`src/rtl/operand_fetch.sv`:
```
// rtl/operand_fetch.sv - register file read stage with pending-write scoreboard and output register
module operand_fetch (
  input  logic        CLK,
  input  logic        RESET,
  input  logic        ISSUE_VALID,
  output logic        ISSUE_READY,
  input  logic [4:0]  ISSUE_RS,
  input  logic [4:0]  ISSUE_RT,
  input  logic [4:0]  ISSUE_RD,
  input  logic        ISSUE_RD_WE,
  input  logic        REG_WRITE,
  input  logic [4:0]  WRITE_REG,
  input  logic [31:0] WRITE_DATA,
  output logic        OUT_VALID,
  input  logic        OUT_READY,
  output logic [31:0] OUT_RS_DATA,
  output logic [31:0] OUT_RT_DATA,
  output logic [4:0]  OUT_RD,
  output logic        OUT_RD_WE
);

  logic [31:0] regs [32];
  logic [1:0]  pend [32];

  logic [31:0] rs_val, rt_val;
  logic        rs_ok, rt_ok, dest_ok, accept;
  logic [31:0] pend_inc, pend_dec;

  // Entry 0 of both arrays is never written after reset, so it always reads zero.
  always_comb begin
    rs_val = 32'd0;
    rt_val = 32'd0;
    if (ISSUE_RS != 5'd0)
      rs_val = (REG_WRITE && WRITE_REG == ISSUE_RS) ? WRITE_DATA : regs[ISSUE_RS];
    if (ISSUE_RT != 5'd0)
      rt_val = (REG_WRITE && WRITE_REG == ISSUE_RT) ? WRITE_DATA : regs[ISSUE_RT];

    rs_ok = (ISSUE_RS == 5'd0) || (pend[ISSUE_RS] == 2'd0) ||
            (pend[ISSUE_RS] == 2'd1 && REG_WRITE && WRITE_REG == ISSUE_RS);
    rt_ok = (ISSUE_RT == 5'd0) || (pend[ISSUE_RT] == 2'd0) ||
            (pend[ISSUE_RT] == 2'd1 && REG_WRITE && WRITE_REG == ISSUE_RT);
    dest_ok = !ISSUE_RD_WE || (ISSUE_RD == 5'd0) || (pend[ISSUE_RD] != 2'd3);

    ISSUE_READY = rs_ok && rt_ok && dest_ok && (!OUT_VALID || OUT_READY);
    accept      = ISSUE_VALID && ISSUE_READY;

    pend_inc = 32'd0;
    pend_dec = 32'd0;
    for (int r = 1; r < 32; r++) begin
      pend_inc[r] = accept && ISSUE_RD_WE && (ISSUE_RD == 5'(r));
      pend_dec[r] = REG_WRITE && (WRITE_REG == 5'(r)) && (pend[r] != 2'd0);
    end
  end

  always_ff @(posedge CLK) begin
    if (RESET) begin
      OUT_VALID   <= 1'b0;
      OUT_RS_DATA <= 32'd0;
      OUT_RT_DATA <= 32'd0;
      OUT_RD      <= 5'd0;
      OUT_RD_WE   <= 1'b0;
      for (int r = 0; r < 32; r++) begin
        regs[r] <= 32'd0;
        pend[r] <= 2'd0;
      end
    end else begin
      if (REG_WRITE && WRITE_REG != 5'd0)
        regs[WRITE_REG] <= WRITE_DATA;

      for (int r = 1; r < 32; r++) begin
        if (pend_inc[r] && !pend_dec[r])
          pend[r] <= pend[r] + 2'd1;
        else if (pend_dec[r] && !pend_inc[r])
          pend[r] <= pend[r] - 2'd1;
      end

      if (accept) begin
        OUT_VALID   <= 1'b1;
        OUT_RS_DATA <= rs_val;
        OUT_RT_DATA <= rt_val;
        OUT_RD      <= ISSUE_RD;
        OUT_RD_WE   <= ISSUE_RD_WE && (ISSUE_RD != 5'd0);
      end else if (OUT_READY) begin
        OUT_VALID <= 1'b0;
      end
    end
  end

endmodule
```
`config.mk`:
```
export PLATFORM = sky130hd
export DESIGN_NAME = operand_fetch
export DESIGN_NICKNAME = d
export VERILOG_FILES = /design/src/rtl/operand_fetch.sv
export SDC_FILE = /design/constraint.sdc
export NUM_CORES = 2
export LEC_CHECK = 0
export CAP_MARGIN = 40
export CORE_ASPECT_RATIO = 0.8
export CORE_UTILIZATION = 46
export DETAILED_ROUTE_END_ITERATION = 12
export GPL_TIMING_DRIVEN = 0
export PLACE_DENSITY_LB_ADDON = 0.25
export SETUP_SLACK_MARGIN = 0.2
export SLEW_MARGIN = 20
export SYNTH_ARGS = -nofsm -noshare
export SYNTH_HDL_FRONTEND = slang
export SYNTH_SLANG_ARGS = --single-unit
export TNS_END_PERCENT = 5
```
`constraint.sdc`:
```
create_clock -name CLK -period 5.8 [get_ports CLK]
set_input_delay 0.58 -clock CLK [delete_from_list [all_inputs] [get_ports CLK]]
set_output_delay 0.58 -clock CLK [all_outputs]
set_load 0.1 [all_outputs]
```
==> flow_summary.yaml <==
run_status:
  status: "finished clean"
logic_synthesis:
  synth_cells: 4141
  synthDistinctLibCells: 66
  seq_area_frac_synth_pct: 54.3
  synthXorXnorAreaFrac_pct: 0.671
  synth_compound_area_share_pct: 3.21
  ys_async_sr_fraction_pct: 0
  synthTopCellsByArea: "edfxtp_1 52%, mux4_2 24%, and2_1 9.7%, dfxtp_1 2.3%, clkbuf_1 2.1%"
  yosysWarnings: 0
  synth_top_family_by_area: "multiplexers"
  synth_edf_count: 1086
  yosys.area.top_type_share_pct: 52.0
  avgSynthCellArea_um2: 15.1
  synth-seq-cells: 1157
  ys.flop_type: "edfxtp_1"
  syn_area_um2: 62700
  yosys.area.top_type: "edfxtp_1"
  synth_mux_area_share_pct: 25.7
  synthAdderAreaFrac_pct: 0.0200
  synthSimpleGateAreaFrac_pct: 13.2
sta:
  period_minus_slack_ns: 5.40
  finalSetupViolCount: 0
  fin_hold_ws_ns: 0.358
  relSlewSlack_pct: 31.1
  tightest_slew_ns: 1.03
  fmax_mhz: 185
  fin_crit_sh_pct: 93.2
  finalMaxSlewViolations: 0
  clock_skew_ns: 0.0369
  finalHoldViolations: 0
  setup-tns-final_ns: 0
  grt_setup_unrepaired: "false"
clock_network:
  clk_pin_slew_ns: 0.06
  cts_buffer_depth: 3
  holdBufCountCts: 0
  clock-sinks: 1157
  cts_buffers: 116
  cts-root-buf: "clkbuf_16"
  post_cts_resized: 0
  post_cts_buffers: 0
  htree_levels: 3
  insertion_delay_ns: 0.77
  tritoncts: "built"
power:
  p_per_area_nw_per_um2: 277
  ir_drop_v: 0.000296
  finalPower_uw: 20800
  leakagePower_uw: 0.0259
placement:
  place.gp.congestion: 0.965
  hpwlAfterDp_um: 174000
  dp.cells: 6313
  buffer_ports.inserted: 121
worst_hold_path:
  whs_path_depth: 3
  hp-class: "primary input to flip-flop"
route:
  vias: 44179
  wl_per_cell_um: 35.7
  drc_errors: 0
  drtAntennaViolNets: 0
  drtIter0Drc: 7903
  routed_wl_um: 234000
  dr.pass1.iters: 8
  avgViaCountPerCell: 6.72
global_routing:
  grt_max_degree: 22
  antenna_found_initial: 4
  grt-ovfl-total: 0
  grt_pass1_vias: 42219
  grt_pass1_wl_um: 324000
  gr-usage-all-layers_pct: 33.9
worst_setup_path:
  path_class: "primary input to primary output"
  end_kind: "primary output"
  cpLargestDelayFamily: "buffers and inverters"
  cp.depth: 13
  crit_fanout: 10
  slowest_stage: "clkdlybuf4s50_1"
  crit_chain: "clkdlybuf4s50_1 -> buf_2 -> clkbuf_2 -> buf_8 -> mux4_2 -> mux2i_1 -> o22ai_1 -> a211oi_2 -> nand4_4 -> clkbuf_1 -> nor3b_1 -> clkdlybuf4s50_1 -> buf_8"
  worstPathArrival_ns: 4.82
  worstSetupStartpointType: "primary input"
  rr_worst_depth: 10
  reg2reg_slack_ns: 1.52
  required_ns: 5.22
  critPathBufInv: 7
  slowest_delay_ns: 0.64
finish:
  fillCellCount: 10576
  final_core_util_pct: 55.9
  drive_gt1_share_pct: 26.4
  fin_cells: 6571
  syn_to_final_growth_pct: 20.1
  finalNetCount: 4760
floorplanning:
  fp-row-count: 120
  dieArea_um2: 138000
  start_util_pct: 46.6
  die_x_um: 415
  pin_count: 130
  die_h_um: 332
  core_area_um2: 135000
run:
  maxCapViolations: 0
metal layers:
metal	part of all wire, %	GRT usage [%]
met4	5.4	15.6
met2	43	48.6
met1	37	47.3
met3	14	10.3
met5	0	0
synthesized netlist by cell type (all sizes together) (3+ instances only):
cell type and instances:
edfxtp 1086, and2 973, mux4 672, clkbuf 348, nand2 124, o21ai 114
nor2 109, buf 88, mux2i 84, dfxtp 71, a22o 66, and3 47
nand3 37, a21oi 33, xor2 33, nor3 32, or3 20, nand4 19
o211ai 15, xnor2 15, nor2b 14, mux2 13, nor4 13, inv 11
a21o 10, nand3b 10, a211oi 7, a221oi 7, nand2b 7, a21boi 6
o21a 6, a22oi 5, o2111ai 5, o22ai 5, or2 4, a31oi 3
or3b 3
final timing paths:
kind	from	to
max	ISSUE_RS[1]	ISSUE_READY
min	ISSUE_RD[4]	OUT_RD[4]
max reg2reg	pend[28][0]	OUT_RT_DATA[27]
min reg2reg	OUT_RD_WE	OUT_RD_WE
logic make-up after synthesis:
family	after synthesis
flops	1157
buf+inv	449
compound gates	298
simple gates	1418
other cells	1
xor+xnor	48
mux	769
fa+ha+maj	1
cell type report:
type | count | area, um^2 | area share, %
flip-flops and latches | 1157 | 34000 | 45.2
multi-input cells | 2566 | 27300 | 36.3
repair buffers | 411 | 6160 | 8.19
clock buffers | 140 | 3010 | 4.00
well taps | 1769 | 2210 | 2.94
plain buffers | 436 | 1780 | 2.36
clock inverters | 77 | 689 | 0.916
inverters | 13 | 51.3 | 0.0682
diodes | 2 | 5.00 | 0.00665
power breakdown:
part / total (uW) / switching [uW] / internal [uW]
Clock: 7640 / 3490 / 4150
Sequential: 9870 / 271 / 9590
Combinational: 3320 / 1850 / 1460
Total: 20800 / 5620 / 15200
sequential cells by signal (all words and copies together) (netlist names):
name / flops
OUT_RT_DATA: 32
pend: 62
OUT_RD_WE: 1
OUT_RD: 5
regs: 1024
OUT_VALID: 1
OUT_RS_DATA: 32
tightest hold or removal path, delay by kind of cell:
kind	cells	cell delay [ns]
buffers and inverters	1	0.22
multiplexers	1	0.19
AND/OR/NAND/NOR	1	0.06
cell usage in the layout, fill, tap and decap left out, types with 15 or more instances in the layout:
master / synthesis / layout
buf_1: 57 / 27
or3_1: 20 / 20
mux4_2: 672 / 672
conb_1: 1 / 32
xnor2_1: 15 / 15
buf_8: 0 / 62
buf_6: 6 / 124
nand4_1: 18 / 18
o21ai_0: 114 / 84
nor3_1: 27 / 27
mux2i_1: 84 / 84
nand3_1: 37 / 37
and3_1: 47 / 47
dfxtp_1: 71 / 71
a22o_1: 66 / 66
clkinv_2: 0 / 17
clkinv_1: 2 / 33
a21oi_1: 33 / 33
edfxtp_1: 1086 / 1086
nand2_1: 124 / 124
o21ai_4: 0 / 30
clkdlybuf4s50_1: 0 / 121
o211ai_1: 15 / 15
clkbuf_1: 348 / 353
buf_16: 0 / 90
and2_1: 973 / 973
nor2_1: 109 / 106
clkbuf_2: 0 / 18
buf_2: 25 / 59
clkbuf_16: 0 / 117
xor2_1: 33 / 33
metrics by stage:
step,cell area (um^2),setup WS (ns)
after floorplan,62800,0.610
after global placement,66200,-3.32
after detailed placement,71100,0.258
after CTS,74900,0.274
after global routing,75300,0.292
final,75300,0.396
(Power assumes the default switching activity.)
